[config.mk]
export PLATFORM = sky130hd
export DESIGN_NAME = msrv32_trap_controller_flat
export DESIGN_NICKNAME = d
export VERILOG_FILES = /design/src/rtl/msrv32_trap_controller_pkg.sv /design/src/rtl/msrv32_trap_controller_if.sv /design/src/rtl/msrv32_trap_priority.sv /design/src/rtl/msrv32_trap_controller.sv /design/src/flat_wrapper.sv
export SDC_FILE = /design/constraint.sdc
export NUM_CORES = 1
export LEC_CHECK = 0
export CAP_MARGIN = 20
export CORE_MARGIN = 8
export CORE_UTILIZATION = 36
export CTS_CLUSTER_DIAMETER = 30
export CTS_CLUSTER_SIZE = 30
export DETAILED_ROUTE_END_ITERATION = 8
export PLACE_DENSITY = 0.82
export REMOVE_ABC_BUFFERS = 1
export SLEW_MARGIN = 15
export SYNTH_ARGS = -nofsm -noshare
export SYNTH_HDL_FRONTEND = slang
export SYNTH_SLANG_ARGS = --single-unit
[constraint.sdc]
create_clock -name clk_in -period 2.1 [get_ports clk_in]
set_clock_uncertainty 0.05 [all_clocks]
set_input_delay 0.21 -clock clk_in [delete_from_list [all_inputs] [get_ports clk_in]]
set_output_delay 0.21 -clock clk_in [all_outputs]
set_load 0.01 [all_outputs]
[src/rtl/msrv32_trap_controller_pkg.sv]
// rtl/msrv32_trap_controller_pkg.sv - shared states, PC-mux codes, cause codes and decode constants
package msrv32_trap_controller_pkg;

  typedef enum logic [1:0] {
    ST_RESET       = 2'd0,
    ST_OPERATING   = 2'd1,
    ST_TRAP_TAKEN  = 2'd2,
    ST_TRAP_RETURN = 2'd3
  } state_t;

  localparam logic [1:0] PC_SRC_BOOT = 2'b00;
  localparam logic [1:0] PC_SRC_NEXT = 2'b01;
  localparam logic [1:0] PC_SRC_EPC  = 2'b10;
  localparam logic [1:0] PC_SRC_TRAP = 2'b11;

  localparam logic [3:0] CAUSE_INSTR_MISALIGNED = 4'd0;
  localparam logic [3:0] CAUSE_ILLEGAL_INSTR    = 4'd2;
  localparam logic [3:0] CAUSE_BREAKPOINT       = 4'd3;
  localparam logic [3:0] CAUSE_LOAD_MISALIGNED  = 4'd4;
  localparam logic [3:0] CAUSE_STORE_MISALIGNED = 4'd6;
  localparam logic [3:0] CAUSE_ECALL_M          = 4'd11;
  localparam logic [3:0] CAUSE_MSI              = 4'd3;
  localparam logic [3:0] CAUSE_MTI              = 4'd7;
  localparam logic [3:0] CAUSE_MEI              = 4'd11;

  localparam logic [4:0]  OPC_SYSTEM = 5'b11100;
  localparam logic [2:0]  F3_PRIV    = 3'b000;
  localparam logic [11:0] F12_ECALL  = 12'h000;
  localparam logic [11:0] F12_EBREAK = 12'h001;
  localparam logic [11:0] F12_MRET   = 12'h302;

  typedef struct packed {
    logic       valid;
    logic       i_or_e;
    logic [3:0] cause;
    logic       misaligned;
  } trap_req_t;

  function automatic logic is_priv_op(input logic [4:0]  opcode,
                                      input logic [2:0]  funct3,
                                      input logic [11:0] funct12,
                                      input logic [11:0] match);
    return (opcode == OPC_SYSTEM) && (funct3 == F3_PRIV) && (funct12 == match);
  endfunction

endpackage

[src/rtl/msrv32_trap_controller_if.sv]
// rtl/msrv32_trap_controller_if.sv - decode/exception/CSR inputs and trap action outputs of the trap controller
interface msrv32_trap_controller_if;

  logic [4:0]  opcode_in;
  logic [2:0]  funct3_in;
  logic [11:0] funct12_in;
  logic        illegal_instr_in;
  logic        misaligned_instr_in;
  logic        misaligned_load_in;
  logic        misaligned_store_in;
  logic        mie_in;
  logic        meie_in;
  logic        mtie_in;
  logic        msie_in;
  logic        meip_in;
  logic        mtip_in;
  logic        msip_in;

  logic        i_or_e_out;
  logic [3:0]  cause_out;
  logic        set_cause_out;
  logic        set_epc_out;
  logic        mie_clear_out;
  logic        mie_set_out;
  logic        instret_inc_out;
  logic        misaligned_exception_out;
  logic [1:0]  pc_src_out;
  logic        flush_out;

  modport master (
    output opcode_in, funct3_in, funct12_in, illegal_instr_in, misaligned_instr_in,
           misaligned_load_in, misaligned_store_in, mie_in, meie_in, mtie_in, msie_in,
           meip_in, mtip_in, msip_in,
    input  i_or_e_out, cause_out, set_cause_out, set_epc_out, mie_clear_out, mie_set_out,
           instret_inc_out, misaligned_exception_out, pc_src_out, flush_out
  );

  modport slave (
    input  opcode_in, funct3_in, funct12_in, illegal_instr_in, misaligned_instr_in,
           misaligned_load_in, misaligned_store_in, mie_in, meie_in, mtie_in, msie_in,
           meip_in, mtip_in, msip_in,
    output i_or_e_out, cause_out, set_cause_out, set_epc_out, mie_clear_out, mie_set_out,
           instret_inc_out, misaligned_exception_out, pc_src_out, flush_out
  );

endinterface

[src/rtl/msrv32_trap_priority.sv]
// rtl/msrv32_trap_priority.sv - combinational priority encoder from trap sources to {valid, i_or_e, cause}
module msrv32_trap_priority
  import msrv32_trap_controller_pkg::*;
(
  input  logic      mei,
  input  logic      msi,
  input  logic      mti,
  input  logic      instr_misaligned,
  input  logic      illegal,
  input  logic      ebreak,
  input  logic      load_misaligned,
  input  logic      store_misaligned,
  input  logic      ecall,
  output trap_req_t req
);

  // Interrupts are checked first so any pending interrupt beats a same-cycle exception.
  always_comb begin
    req = '0;
    if (mei) begin
      req.valid = 1'b1; req.i_or_e = 1'b1; req.cause = CAUSE_MEI;
    end else if (msi) begin
      req.valid = 1'b1; req.i_or_e = 1'b1; req.cause = CAUSE_MSI;
    end else if (mti) begin
      req.valid = 1'b1; req.i_or_e = 1'b1; req.cause = CAUSE_MTI;
    end else if (instr_misaligned) begin
      req.valid = 1'b1; req.cause = CAUSE_INSTR_MISALIGNED; req.misaligned = 1'b1;
    end else if (illegal) begin
      req.valid = 1'b1; req.cause = CAUSE_ILLEGAL_INSTR;
    end else if (ebreak) begin
      req.valid = 1'b1; req.cause = CAUSE_BREAKPOINT;
    end else if (load_misaligned) begin
      req.valid = 1'b1; req.cause = CAUSE_LOAD_MISALIGNED; req.misaligned = 1'b1;
    end else if (store_misaligned) begin
      req.valid = 1'b1; req.cause = CAUSE_STORE_MISALIGNED; req.misaligned = 1'b1;
    end else if (ecall) begin
      req.valid = 1'b1; req.cause = CAUSE_ECALL_M;
    end
  end

endmodule

[src/rtl/msrv32_trap_controller.sv]
// rtl/msrv32_trap_controller.sv - machine-mode trap sequencer driving CSR trap actions and the PC mux
module msrv32_trap_controller
  import msrv32_trap_controller_pkg::*;
#(
  parameter int RESET_CYCLES = 1
)
(
  input logic                     clk_in,
  input logic                     rst_in,
  msrv32_trap_controller_if.slave bus
);

  localparam int CNT_W = (RESET_CYCLES > 1) ? $clog2(RESET_CYCLES) : 1;
  localparam logic [CNT_W-1:0] HOLD_LAST = CNT_W'(RESET_CYCLES - 1);

  state_t           state_q, state_d;
  logic [CNT_W-1:0] hold_cnt_q;
  logic [3:0]       cause_q;
  logic             i_or_e_q;
  logic             misaligned_q;

  logic       is_ecall, is_ebreak, is_mret;
  logic       irq_mei, irq_msi, irq_mti;
  trap_req_t  req;

  logic       instret_inc, set_epc, set_cause, mie_clear, mie_set, flush;
  logic [1:0] pc_src;

  assign is_ecall  = is_priv_op(bus.opcode_in, bus.funct3_in, bus.funct12_in, F12_ECALL);
  assign is_ebreak = is_priv_op(bus.opcode_in, bus.funct3_in, bus.funct12_in, F12_EBREAK);
  assign is_mret   = is_priv_op(bus.opcode_in, bus.funct3_in, bus.funct12_in, F12_MRET);

  assign irq_mei = bus.mie_in & bus.meie_in & bus.meip_in;
  assign irq_msi = bus.mie_in & bus.msie_in & bus.msip_in;
  assign irq_mti = bus.mie_in & bus.mtie_in & bus.mtip_in;

  msrv32_trap_priority u_priority (
    .mei              (irq_mei),
    .msi              (irq_msi),
    .mti              (irq_mti),
    .instr_misaligned (bus.misaligned_instr_in),
    .illegal          (bus.illegal_instr_in),
    .ebreak           (is_ebreak),
    .load_misaligned  (bus.misaligned_load_in),
    .store_misaligned (bus.misaligned_store_in),
    .ecall            (is_ecall),
    .req              (req)
  );

  always_ff @(posedge clk_in or posedge rst_in) begin
    if (rst_in) begin
      state_q    <= ST_RESET;
      hold_cnt_q <= '0;
    end else begin
      state_q <= state_d;
      if (state_q == ST_RESET && state_d == ST_RESET) begin
        hold_cnt_q <= hold_cnt_q + CNT_W'(1);
      end else begin
        hold_cnt_q <= '0;
      end
    end
  end

  // Trap info is captured only on entry, so it stays stable until the next trap.
  always_ff @(posedge clk_in or posedge rst_in) begin
    if (rst_in) begin
      cause_q      <= '0;
      i_or_e_q     <= 1'b0;
      misaligned_q <= 1'b0;
    end else if (state_q == ST_OPERATING && req.valid) begin
      cause_q      <= req.cause;
      i_or_e_q     <= req.i_or_e;
      misaligned_q <= req.misaligned;
    end
  end

  always_comb begin
    state_d     = state_q;
    pc_src      = PC_SRC_BOOT;
    flush       = 1'b1;
    set_epc     = 1'b0;
    set_cause   = 1'b0;
    mie_clear   = 1'b0;
    mie_set     = 1'b0;
    instret_inc = 1'b0;
    case (state_q)
      ST_RESET: begin
        if (hold_cnt_q == HOLD_LAST) state_d = ST_OPERATING;
      end
      ST_OPERATING: begin
        pc_src = PC_SRC_NEXT;
        flush  = 1'b0;
        if (req.valid) begin
          state_d = ST_TRAP_TAKEN;
        end else if (is_mret) begin
          state_d     = ST_TRAP_RETURN;
          instret_inc = 1'b1;
        end else begin
          instret_inc = 1'b1;
        end
      end
      ST_TRAP_TAKEN: begin
        pc_src    = PC_SRC_TRAP;
        set_epc   = 1'b1;
        set_cause = 1'b1;
        mie_clear = 1'b1;
        state_d   = ST_OPERATING;
      end
      ST_TRAP_RETURN: begin
        pc_src  = PC_SRC_EPC;
        mie_set = 1'b1;
        state_d = ST_OPERATING;
      end
      default: state_d = ST_RESET;
    endcase
  end

  assign bus.i_or_e_out               = i_or_e_q;
  assign bus.cause_out                = cause_q;
  assign bus.misaligned_exception_out = misaligned_q;
  assign bus.set_cause_out            = set_cause;
  assign bus.set_epc_out              = set_epc;
  assign bus.mie_clear_out            = mie_clear;
  assign bus.mie_set_out              = mie_set;
  assign bus.instret_inc_out          = instret_inc;
  assign bus.pc_src_out               = pc_src;
  assign bus.flush_out                = flush;

endmodule

[src/flat_wrapper.sv]
// flat-port wrapper written by rule: the top's interface ports become plain ports
module msrv32_trap_controller_flat import msrv32_trap_controller_pkg::*;
#(
  parameter int RESET_CYCLES = 1
)
  (clk_in, rst_in, bus_opcode_in, bus_funct3_in, bus_funct12_in, bus_illegal_instr_in, bus_misaligned_instr_in, bus_misaligned_load_in, bus_misaligned_store_in, bus_mie_in, bus_meie_in, bus_mtie_in, bus_msie_in, bus_meip_in, bus_mtip_in, bus_msip_in, bus_i_or_e_out, bus_cause_out, bus_set_cause_out, bus_set_epc_out, bus_mie_clear_out, bus_mie_set_out, bus_instret_inc_out, bus_misaligned_exception_out, bus_pc_src_out, bus_flush_out);
  msrv32_trap_controller_if bus_i ();
  input logic clk_in;
  input logic rst_in;
  input wire logic [$bits(bus_i.opcode_in)-1:0] bus_opcode_in;
  input wire logic [$bits(bus_i.funct3_in)-1:0] bus_funct3_in;
  input wire logic [$bits(bus_i.funct12_in)-1:0] bus_funct12_in;
  input wire logic [$bits(bus_i.illegal_instr_in)-1:0] bus_illegal_instr_in;
  input wire logic [$bits(bus_i.misaligned_instr_in)-1:0] bus_misaligned_instr_in;
  input wire logic [$bits(bus_i.misaligned_load_in)-1:0] bus_misaligned_load_in;
  input wire logic [$bits(bus_i.misaligned_store_in)-1:0] bus_misaligned_store_in;
  input wire logic [$bits(bus_i.mie_in)-1:0] bus_mie_in;
  input wire logic [$bits(bus_i.meie_in)-1:0] bus_meie_in;
  input wire logic [$bits(bus_i.mtie_in)-1:0] bus_mtie_in;
  input wire logic [$bits(bus_i.msie_in)-1:0] bus_msie_in;
  input wire logic [$bits(bus_i.meip_in)-1:0] bus_meip_in;
  input wire logic [$bits(bus_i.mtip_in)-1:0] bus_mtip_in;
  input wire logic [$bits(bus_i.msip_in)-1:0] bus_msip_in;
  output wire logic [$bits(bus_i.i_or_e_out)-1:0] bus_i_or_e_out;
  output wire logic [$bits(bus_i.cause_out)-1:0] bus_cause_out;
  output wire logic [$bits(bus_i.set_cause_out)-1:0] bus_set_cause_out;
  output wire logic [$bits(bus_i.set_epc_out)-1:0] bus_set_epc_out;
  output wire logic [$bits(bus_i.mie_clear_out)-1:0] bus_mie_clear_out;
  output wire logic [$bits(bus_i.mie_set_out)-1:0] bus_mie_set_out;
  output wire logic [$bits(bus_i.instret_inc_out)-1:0] bus_instret_inc_out;
  output wire logic [$bits(bus_i.misaligned_exception_out)-1:0] bus_misaligned_exception_out;
  output wire logic [$bits(bus_i.pc_src_out)-1:0] bus_pc_src_out;
  output wire logic [$bits(bus_i.flush_out)-1:0] bus_flush_out;
  assign bus_i.opcode_in = bus_opcode_in;
  assign bus_i.funct3_in = bus_funct3_in;
  assign bus_i.funct12_in = bus_funct12_in;
  assign bus_i.illegal_instr_in = bus_illegal_instr_in;
  assign bus_i.misaligned_instr_in = bus_misaligned_instr_in;
  assign bus_i.misaligned_load_in = bus_misaligned_load_in;
  assign bus_i.misaligned_store_in = bus_misaligned_store_in;
  assign bus_i.mie_in = bus_mie_in;
  assign bus_i.meie_in = bus_meie_in;
  assign bus_i.mtie_in = bus_mtie_in;
  assign bus_i.msie_in = bus_msie_in;
  assign bus_i.meip_in = bus_meip_in;
  assign bus_i.mtip_in = bus_mtip_in;
  assign bus_i.msip_in = bus_msip_in;
  assign bus_i_or_e_out = bus_i.i_or_e_out;
  assign bus_cause_out = bus_i.cause_out;
  assign bus_set_cause_out = bus_i.set_cause_out;
  assign bus_set_epc_out = bus_i.set_epc_out;
  assign bus_mie_clear_out = bus_i.mie_clear_out;
  assign bus_mie_set_out = bus_i.mie_set_out;
  assign bus_instret_inc_out = bus_i.instret_inc_out;
  assign bus_misaligned_exception_out = bus_i.misaligned_exception_out;
  assign bus_pc_src_out = bus_i.pc_src_out;
  assign bus_flush_out = bus_i.flush_out;
  msrv32_trap_controller #(.RESET_CYCLES(RESET_CYCLES)) u_core (.clk_in(clk_in), .rst_in(rst_in), .bus(bus_i));
endmodule
Word-level counts from Yosys, hierarchy flattened. Cells that the tools add are included.

Input bits: 33. Logic and storage cells: 63. Register bits: 9. Output and inout bits: 14.

Bitwise operators: 6. Muxes and demuxes: 34. Add/sub/neg operators: 1. Reduce and logical (&&, ||, !) cells: 11. Equality and inequality tests: 6.

Operator list (number): two-way mux 1 bit (20); two-way mux 4 bit (5); equality test 12 x 1 -> 1 bit, second input constant (1); equality test 12 x 10 -> 1 bit, second input constant (1); logical NOT 12 bit (1); two-way mux 6 bit (2); one-hot mux 2 bit (3 select lines) (2); two-way mux 5 bit (2); bitwise AND 1 bit (6); logical AND 1 bit (6); two-way mux 2 bit (3); equality test 5 bit, second input constant (1); equality test 2 bit, second input constant (2); logical NOT 2 bit (2); logical NOT 3 bit (1); equality test 2 x 1 -> 1 bit, second input constant (1); OR reduction 2 bit (1); adder 1 bit, second input constant (1).

Longest topological paths before layout. Gate-level depths: netlist of run 1.

Word-level depth: 17. Mapped depth: 5. Gate-level depth less buffers: 5.

Modules after synthesis. Synthesis of run 1 repeated with hierarchy kept, for this count alone.

Cell total of the unflattened synthesis: 77. Area, all modules: 735.7 um^2.

Modules (own cells, without submodules): msrv32_trap_controller (times used 1, cells an instance 59, area each 609.3 um^2); msrv32_trap_priority (times used 1, cells an instance 18, area each 126.4 um^2).

Worst setup path before layout of run 1. No wires, ideal clock.

Path type: flip-flop to flip-flop. From: register u_core.state_q[0]. To: register u_core.hold_cnt_q. Cell stages (with the launch flop): 6. Slack: 0.195 ns. Data arrival time: 1.751 ns. Library setup time: 0.104 ns. Cell sequence: dfrtp_1 -> inv_1 -> ha_1 -> or3_1 -> or3b_2 -> a221oi_1.

Cells in the longest elaborated chain, start to end: 6.

Ends and longest elaborated chain: from (decl) (line msrv32_trap_controller.sv:16) `state_t state_q, state_d;`; from (signal assigned) (line msrv32_trap_controller.sv:55) `state_q <= state_d;`; equality test 2 bit / two-way mux 2 bit (equally long branches) (line msrv32_trap_controller.sv:86, msrv32_trap_controller.sv:95); OR reduction 2 bit (no line) / two-way mux 2 bit (equally long branches); one-hot mux 2 bit (3 select lines) (line msrv32_trap_controller.sv:86) `case (state_q)`; logical NOT 2 bit (line msrv32_trap_controller.sv:56) `if (state_q == ST_RESET && state_d == ST_RESET) begin`; logical AND 1 bit (*) (line msrv32_trap_controller.sv:56); two-way mux 1 bit (*) (line msrv32_trap_controller.sv:56); to (signal assigned) (line msrv32_trap_controller.sv:57) `hold_cnt_q <= hold_cnt_q + CNT_W'(1);`; to (decl) (line msrv32_trap_controller.sv:17) `logic [CNT_W-1:0] hold_cnt_q;`.

Mark *: on every way between the ends. The rest lies on a longest branch, timed or not. A chain may end at the register's enable or synchronous reset.

Worst setup path in the final report of run 1.
From: input bus_funct12_in[2]. To: register u_core.cause_q[1], in the netlist u_core.bus.cause_out[1].

Cells in the longest elaborated chain, start to end: 12.

Ends and longest elaborated chain: from (decl) (line flat_wrapper.sv:12) `input wire logic [$bits(bus_i.funct12_in)-1:0] bus_funct12_in;`; logical NOT 12 bit (line msrv32_trap_controller_pkg.sv:43) `return (opcode == OPC_SYSTEM) && (funct3 == F3_PRIV) && (funct12 == match);`; logical AND 1 bit (line msrv32_trap_controller_pkg.sv:43); two-way mux 1 bit (line msrv32_trap_priority.sv:36) `end else if (ecall) begin`; two-way mux 1 bit (line msrv32_trap_priority.sv:34) `end else if (store_misaligned) begin`; two-way mux 1 bit (line msrv32_trap_priority.sv:32) `end else if (load_misaligned) begin`; two-way mux 1 bit (line msrv32_trap_priority.sv:30) `end else if (ebreak) begin`; two-way mux 1 bit (line msrv32_trap_priority.sv:28) `end else if (illegal) begin`; two-way mux 1 bit (line msrv32_trap_priority.sv:26) `end else if (instr_misaligned) begin`; two-way mux 1 bit (line msrv32_trap_priority.sv:24) `end else if (mti) begin`; two-way mux 6 bit (*) (line msrv32_trap_priority.sv:22) `end else if (msi) begin`; two-way mux 6 bit (*) (line msrv32_trap_priority.sv:20) `if (mei) begin`; logical AND 1 bit (line msrv32_trap_controller.sv:70) `end else if (state_q == ST_OPERATING && req.valid) begin`; to (signal assigned) (line msrv32_trap_controller.sv:71) `cause_q <= req.cause;`; to (decl) (line msrv32_trap_controller.sv:18) `logic [3:0] cause_q;`.

Marked as above.

==> metrics, run 1 <==
status=complete, no violations; Setup TNS Final=0 ps; clock latency at the later pin of the worst-skew pair=between 200 and 300 ps; final worst path period need=between 2000 and 2500 ps; unrepaired setup endpoints after global routing=false; Area Overhead vs Synth=92.5%; f_max=roughly 500 MHz; worst-margin pin slew=331 ps; final wirelength=2780 um; share of cells above drive strength 1=0.272; synthesized area=747 sq um; vias in the first global route=between 900 and 1000; worst vdd ir=0.000750 V; Setup-failing EPs final=0; Final HPWL DP=between 2000 and 2500 um; Antenna Violating Nets Remaining=0; Setup WS post-layout=between 70 and 80 ps; dpl ws=-167 ps; final slew viol count=0; Total GRT Usage=0.155; Multi-input gate area=508 sq um; Synth Register Bits=9; worst hold slack=156 ps; register area=between 200 and 250 sq um; synth top area cells=dfrtp_1 (30%), ha_1 (8.4%), mux2_2 (6.0%); first-pass GRT wire length=roughly 4400 um; R2R Path End=u_core.hold_cnt_q; R2R cell count=5; die width=~62 um; vias=just under 900; CTS tree=yes; EDFF count, synth=0; Top-Level Pins=47; arrival time worst endpoint=2150 ps; I/O Buffers=46; Yosys top cell area share=0.302; # rows=16; CORE AREA=1960 sq um; Avg WL per Cell=about 16 um; first-iteration detailed-routing DRC count=22; Die Area=between 3000 and 4000 sq um; number of antenna violations at the first check in global routing=0; placed cell areas=approximately 1300 sq um; final RePlAce weighted congestion=0.816; async set-reset flop share out of synthesis=1.00; clk sinks=9; initial core utilization=0.381; Fillers=162; syn avg cell area=9.34 sq um; Rel. slew slack=0.779; r2r setup slk=approximately 140 ps; Hold Crit Class=in2async; LEAKAGE=about 0.69 nW; Tot Pwr=between 1 and 1.5 mW; largest net degree at the start of global routing=10; First-pass DRT Iterations=4; Final Hold Fails=0; Worst Setup End Kind=register; Max clock buf depth=2; Pwr Density=approximately 800 nW/um^2; diode count=0; Max Fanout on Critical Path=4; Die Span Y=about 62 um; nets@finish=~190; Critical R2R Launch=u_core.state_q[0]; gr ovfl total=0; Max Cap Violations=0; Warnings, synthesis=0; CTS Buf Count=3; Avg Vias per Cell=between 5 and 6; CP startpoint kind=input pin; Final Cell Area=between 1000 and 1500 sq um; Distinct cells, synth=32; CTS root buf=clkbuf_4; Residual DRC=0; Clock transition at path regs=60 ps; largest area contributor in the netlist=dfrtp_1; Req. time, crit path=2230 ps; crit share post-route=0.964; register area share after synthesis=0.302; H-tree depth=1; Setup Crit Path Kind=in2reg; Synth Instances=80; dominant synthesized flop cell=dfrtp_1
how the worst max path moves through the flow:
stage	endpoint	startpoint	slack (ps)	cells past startpoint
floorplan	u_core.hold_cnt_q	u_core.state_q[0]	120	5
global placement	bus_instret_inc_out	bus_funct3_in[1]	-110	6
detailed placement	u_core.bus.cause_out[3]	bus_funct3_in[1]	-170	7
CTS	u_core.bus.cause_out[3]	bus_funct3_in[1]	30	8
global route	u_core.bus.cause_out[1]	bus_funct12_in[2]	6	7
finish	u_core.bus.cause_out[1]	bus_funct12_in[2]	70	7
power by group:
part	internal [mW]	switching, mW	leakage, nW
sequential	0.248	0.0468	0.113
clock	0.0730	0.0564	0.0150
combinational	0.414	0.300	0.561
total	0.735	0.403	0.689
cells in the mapped netlist, drive strengths merged (3+ instances only):
cell	count
inv	7
nand2	4
dfrtp	9
o21ai	5
mux2	4
nor2	7
ha	5
nand3	6
or3	3
metrics by stage:
stage | utilization | std cells
final | 0.733 | 174
after CTS | 0.703 | 172
after floorplan | - | 78
after global placement | 0.682 | 166
after detailed placement | 0.682 | 166
after global routing | 0.733 | 174
area by class of cell:
class                      instances  share of cell area
inverter                           7              0.0183
clock buffer                       4              0.0183
tap                               27              0.0235
multi-input combinational         62               0.353
sequential                         9               0.157
timing repair buffer              65               0.430
registers in the layout, summed over array words and instances (netlist names):
register / flops
u_core.hold_cnt_q: 1
u_core.bus.i_or_e_out: 1
u_core.bus.cause_out: 4
u_core.state_q: 2
u_core.bus.misaligned_exception_out: 1
worst max-delay path, cell delays in order:
cell	delay (ps)
clkdlybuf4s50_1	410
nor4_2	280
nand4_2	160
buf_6	160
or4b_4	480
a221oi_2	280
a2bb2oi_1	180
per-layer routing:
| layer | GRT usage | up-vias | routed length, um |
|---|---|---|---|
| met4 | 0.0260 | 0 | 6 |
| met5 | 0 | - | 0 |
| met2 | 0.285 | 28 | 1440 |
| li1 | - | 433 | - |
| met3 | 0.0689 | 2 | 213 |
| met1 | 0.159 | 418 | 1130 |
cells in the final DEF, fill, tap and decap left out:
cell type and count:
nand2_1 4, clkbuf_4 3, inv_1 7, dlymetal6s2s_1 5, nand4_1 1, dlygate4sd2_1 1, a21o_1 1, o211ai_1 1
mux2_2 4, clkbuf_1 1, o21a_1 2, a2bb2oi_1 2, nand2b_1 1, o21ai_0 5, a22o_1 1, nor4_2 2
and4bb_2 1, o31ai_1 1, o31ai_2 1, dfrtp_1 9, or2_2 2, or3_1 3, and3_1 2, buf_6 1
a22oi_2 1, a221oi_2 2, or4b_4 1, nor2b_1 1, nor4b_4 1, or3b_2 1, ha_1 5, buf_4 18
o211a_1 1, nor2_1 7, nand3_1 6, clkdlybuf4s50_1 40, nand4_2 1, o32ai_2 1
what timing repair did:
| item | 4_1_cts | 5_1_grt |
|---|---|---|
| hold buffers | 0 | 0 |
| setup buffers | 2 | 2 |
| setup endpoints to repair | 1 | 6 |
| endpoints found under the hold margin | 0 | 0 |
| resized for setup | 1 | 11 |
| pin swaps | 2 | 6 |
kinds of logic (layout without fill, tap and decap cells):
logic type,Yosys count,count (layout),share of synthesized area
AO/OA/AOI/OAI,19,19,0.196
multiplexers,4,4,0.0603
adder cells (fa/ha/maj),5,5,0.0838
buffers and inverters,9,76,0.0553
flip-flops,9,9,0.302
AND/OR/NAND/NOR,34,34,0.303
(Power assumes the default switching activity.)
==> run 2: changes to the inputs <==
- SKIP_CTS_REPAIR_TIMING: unset -> 1
==> run 2 against run 1 <==
  * Worst setup slack worse by 47 ps
  * Power up 0.54%
  * Critical path depth up 2
  * Hold slack about the same
  * Maximum frequency down 2.3%
  * Register-to-register slack about the same
  * Non-clock buffer count up 1
==> metrics, run 2 (synthesized netlist as in run 1, its figures left out) <==
clk sinks=9 (unchanged); Die Area=3790 sq um (unchanged); worst vdd ir=0.000751 V (about the same); Avg Vias per Cell=5.19 (+2.5%); Antenna Violating Nets Remaining=0 (unchanged); clock latency at the later pin of the worst-skew pair=250 ps (about the same); Fillers=169 (+4.3%); worst hold slack=156 ps (-0.431 ps); gr ovfl total=0 (unchanged); dpl ws=-167 ps (unchanged); combinational power share=0.629 (+0.002); Rel. slew slack=0.779 (about the same); die width=61.6 um (unchanged); Pwr Density=793 nW/um^2 (+0.19%); Max Cap Violations=0 (unchanged); crit share post-route=0.987 (+0.0225); CP startpoint kind=input pin; Area Overhead vs Synth=93.1%; final wirelength=2860 um (+2.7%); CORE AREA=1960 sq um (unchanged); placed insts=166 (unchanged); vias in the first global route=951 (-0.42%); Top-Level Pins=47 (unchanged); Final Core Density=0.735 (+0.00255); H-tree depth=1 (unchanged); final RePlAce weighted congestion=0.816 (unchanged); nets@finish=187 (+0.54%); final slew viol count=0 (unchanged); f_max=482 MHz (-2.3%); number of antenna violations at the first check in global routing=0 (unchanged); switching portion of total power=0.356 (+0.00138); Worst Setup End Kind=register; Largest stage delay, worst path=460 ps (-20 ps); Final Cell Area=1440 sq um (+0.35%); flip-flop count of the largest register after layout=4 (unchanged); Req. time, crit path=2190 ps (-40 ps); Pint=0.737 mW (+0.33%); I/O Buffers=46 (unchanged); Setup-failing EPs final=0 (unchanged); crit path cell chain=clkdlybuf4s50_1 -> a22oi_2 -> o211a_1 -> o211ai_1 -> buf_4 -> buf_4 -> or3_1 -> buf_4 -> o21a_1; Die Span Y=61.6 um (unchanged); vias=908 (+3.1%); delay-heaviest family, CP=buffers and inverters; placed cell areas=1340 sq um (unchanged); Worst path slowest cell=clkdlybuf4s50_1; CTS Buf Count=3 (unchanged); Avg WL per Cell=16.3 um (+2.1%); Clk network pwr share=0.113 (about the same); Setup Crit Path Kind=in2reg; share of cells above drive strength 1=0.270 (-0.00184); initial core utilization=0.381 (unchanged); Buf+Inv Stages, Crit Path=4 (+2); Clock transition at path regs=60 ps (about the same); commonest non-fill, non-tap cell in the layout=clkdlybuf4s50_1; final non-filler cell total=175 (+0.57%); register share of total power=0.258 (about the same); status=complete, no violations; Total GRT Usage=0.156 (+0.000423); commonest cells after routing, fill and taps aside=clkdlybuf4s50_1 (44), buf_4 (20), dfrtp_1 (9), inv_1 (7), nor2_1 (7); final worst path period need=2070 ps (+47.3 ps); Max Fanout on Critical Path=3 (-1); Critical Path Most Common Cell=buf_4; Hold Crit Class=in2async; diode count=0 (unchanged); first-pass GRT wire length=4420 um (+0.14%); # rows=16 (unchanged); arrival time worst endpoint=2160 ps (about the same); Residual DRC=0 (unchanged); Final HPWL DP=2330 um (unchanged); Setup WS post-layout=27.4 ps (-47.3 ps); CTS root buf=clkbuf_4; Final Hold Fails=0 (unchanged); LEAKAGE=0.668 nW (-3.1%); Max clock buf depth=2 (unchanged); P_sw=0.407 mW (+0.93%); largest net degree at the start of global routing=10 (unchanged); First-pass DRT Iterations=4 (unchanged); worst-margin pin slew=331 ps (-0.00834 ps); first-iteration detailed-routing DRC count=25 (+14%); CTS tree=yes
-- run 2: per-layer routing --
layer,global-route usage,vias to the layer above,share of wire,routed length [um]
met5,0,-,0,0
met1,0.162,426,0.40,1150
met4,0.0260,0,0.0053,15
met2,0.282,40,0.51,1460
li1,-,436,-,-
met3,0.0689,6,0.081,232
-- run 2: area by class of cell --
cell class | instances | area [sq um] | share of cell area
repair buffers | 66 | 616 | 0.427
well taps | 27 | 33.8 | 0.0234
clock buffers | 4 | 26.3 | 0.0182
flip-flops and latches | 9 | 225 | 0.156
inverters | 7 | 26.3 | 0.0182
multi-input cells | 62 | 515 | 0.357
-- run 2: worst reg2reg max path, stage by stage, from the launching register on --
cell      delay, ps
dfrtp_1         380
inv_1           110
ha_1            260
or3_1           410
or3b_2          480
a221oi_2        180
-- run 2: through the flow --
step	TNS [ps]	total power, mW
after global routing	-128	1.24
final	0	1.14
after detailed placement	-1090	0.996
after global placement	-650	0.972
after floorplan	0	0.622
after CTS	-170	1.13
-- run 2: path summary, 6_finish.rpt --
path / from / endpoint / slack [ps] / cells past startpoint
max in group asynchronous: rst_in / u_core.bus.cause_out[1] / 1600 / 2
min in group clk_in: u_core.bus.cause_out[0] / u_core.bus.cause_out[0] / 460 / 1
worst min-delay path: rst_in / u_core.bus.misaligned_exception_out / 160 / 2
worst max register to register: u_core.state_q[0] / u_core.hold_cnt_q / 140 / 5
worst max-delay path: bus_msie_in / u_core.state_q[1] / 30 / 9
worst min register to register: u_core.bus.cause_out[0] / u_core.bus.cause_out[0] / 460 / 1
-- run 2: power groups by stage --
stage | combinational, mW | clock (mW) | sequential [mW]
after floorplan | 0.309 | 0 | 0.313
after global placement | 0.674 | 0 | 0.298
after detailed placement | 0.695 | 0 | 0.300
after CTS | 0.699 | 0.135 | 0.297
after global routing | 0.785 | 0.151 | 0.304
final | 0.720 | 0.130 | 0.295
==> run 3: changes to the inputs <==
- SETUP_SLACK_MARGIN: unset -> 0.3
==> run 3 against run 2 <==
  * Cell area increased by 10%
  * Sequential power increased by 2%
  * First-iteration DRC count increased by 48%
  * Clock power about the same
  * Sequential cell count unchanged
  * Count of clock-buffer cells in the layout unchanged
  * Register-to-register slack about the same
  * Critical path depth decreased by 4
  * Sequential share of layout area decreased by 1.4 points
  * Global-route usage unchanged
  * Maximum frequency increased by 5.2%
  * Power increased by 3.0%
  * Critical path type is now reg2reg
==> metrics, run 3 (synthesized netlist as in run 1, its figures left out) <==
CP startpoint kind=register; number of antenna violations at the first check in global routing=0 (unchanged); delay-heaviest family, CP=simple AND/OR/NAND/NOR gates; clock latency at the later pin of the worst-skew pair=250 ps (about the same); worst vdd ir=0.000837 V (+12%); worst hold slack=179 ps (+23.4 ps); Fillers=138 (-18%); Die Span Y=61.6 um (unchanged); LEAKAGE=0.938 nW (+40%); Hold Crit Class=in2async; vias in the first global route=951 (unchanged); final non-filler cell total=178 (+1.7%); Area Overhead vs Synth=113%; crit path cell chain=buf_4 -> ha_1 -> or3_1 -> or3b_2 -> a221oi_2; CTS tree=yes; arrival time worst endpoint=2080 ps (-80 ps); Top-Level Pins=47 (unchanged); status=complete, no violations; Total GRT Usage=0.156 (unchanged); worst-margin pin slew=356 ps (+25.3 ps); f_max=507 MHz (+5.2%); # rows=16 (unchanged); clk sinks=9 (unchanged); Setup Crit Path Kind=reg2reg; flip-flop count of the largest register after layout=4 (unchanged); unrepaired setup endpoints after global routing=true; share of cells above drive strength 1=0.331 (+0.0609); CTS Buf Count=3 (unchanged); Req. time, crit path=2210 ps (+20 ps); Max Fanout on Critical Path=4 (+1); first-pass GRT wire length=4420 um (unchanged); commonest cells after routing, fill and taps aside=dlymetal6s2s_1 (29), buf_4 (22), clkdlybuf4s50_1 (17), dfrtp_1 (9); H-tree depth=1 (unchanged); final RePlAce weighted congestion=0.816 (unchanged); Setup-failing EPs final=0 (unchanged); dpl ws=-167 ps (unchanged); final slew viol count=0 (unchanged); gr ovfl total=0 (unchanged); Avg WL per Cell=20.4 um (+25%); diode count=0 (unchanged); final worst path period need=1970 ps (-102 ps); Pwr Density=743 nW/um^2 (-6.4%); Worst path slowest cell=or3b_2; I/O Buffers=46 (unchanged); die width=61.6 um (unchanged); Max Cap Violations=0 (unchanged); Final Hold Fails=0 (unchanged); Setup WS post-layout=129 ps (+102 ps); CORE AREA=1960 sq um (unchanged); initial core utilization=0.381 (unchanged); Worst Setup End Kind=register; Avg Vias per Cell=5.30 (+2.1%); Die Area=3790 sq um (unchanged); commonest non-fill, non-tap cell in the layout=dlymetal6s2s_1; Final HPWL DP=2330 um (unchanged); Rel. slew slack=0.762 (-0.0169); final wirelength=3640 um (+27%); first-iteration detailed-routing DRC count=37 (+48%); register area=225 sq um (unchanged); largest net degree at the start of global routing=10 (unchanged); vias=943 (+3.9%); crit share post-route=0.939 (-0.0484); nets@finish=190 (+1.6%); Buf+Inv Stages, Crit Path=1 (-3); Setup TNS Final=0 ps (unchanged); Clock transition at path regs=60 ps (about the same); Multi-input gate area=567 sq um (+10%); CTS root buf=clkbuf_4; Residual DRC=0 (unchanged); First-pass DRT Iterations=4 (unchanged); Largest stage delay, worst path=480 ps (+20 ps); Max clock buf depth=2 (unchanged); Antenna Violating Nets Remaining=0 (unchanged); placed insts=166 (unchanged)
run 3: layout make-up:
type / instances / area share
multi-input combinational: 62 / 0.357
clock buffer: 4 / 0.0165
timing repair buffer: 69 / 0.447
tap: 27 / 0.0213
inverter: 7 / 0.0165
sequential: 9 / 0.142
run 3: where the power goes:
part / switching (mW) / internal (mW)
combinational: 0.330 / 0.418
sequential: 0.0518 / 0.248
clock: 0.0580 / 0.0731
total: 0.440 / 0.740
run 3: metrics by stage:
step                total power, mW  instance area [sq um]   util
floorplan                     0.622                    732      -
global placement              0.972                   1340  0.682
detailed placement            0.996                   1340  0.682
CTS                            1.13                   1370  0.696
global route                   1.25                   1590  0.809
finish                         1.18                   1590  0.809
run 3: path summary, 6_finish.rpt:
check,from,to,slack [ps],cells after the start
worst max-delay path,u_core.state_q[1],u_core.hold_cnt_q,130,5
worst min-delay path,rst_in,u_core.bus.cause_out[2],180,2
worst max register to register,u_core.state_q[1],u_core.hold_cnt_q,130,5
worst min register to register,u_core.bus.cause_out[0],u_core.bus.cause_out[0],460,1
max in group asynchronous,rst_in,u_core.state_q[1],1560,2
min in group clk_in,bus_misaligned_instr_in,u_core.bus.cause_out[1],400,4
run 3: layer usage:
metal  vias to the layer above  track usage  wire, um
met5                         -            0         0
met4                         0       0.0260        58
met3                         8       0.0689       252
met2                        36        0.282      1900
met1                       456        0.162      1430
li1                        443            -         -
run 3: worst register-to-register path, cell delays in order (launching register included):
cell and delay, ps:
dfrtp_1 420, buf_4 160, ha_1 210, or3_1 380, or3b_2 480, a221oi_2 180
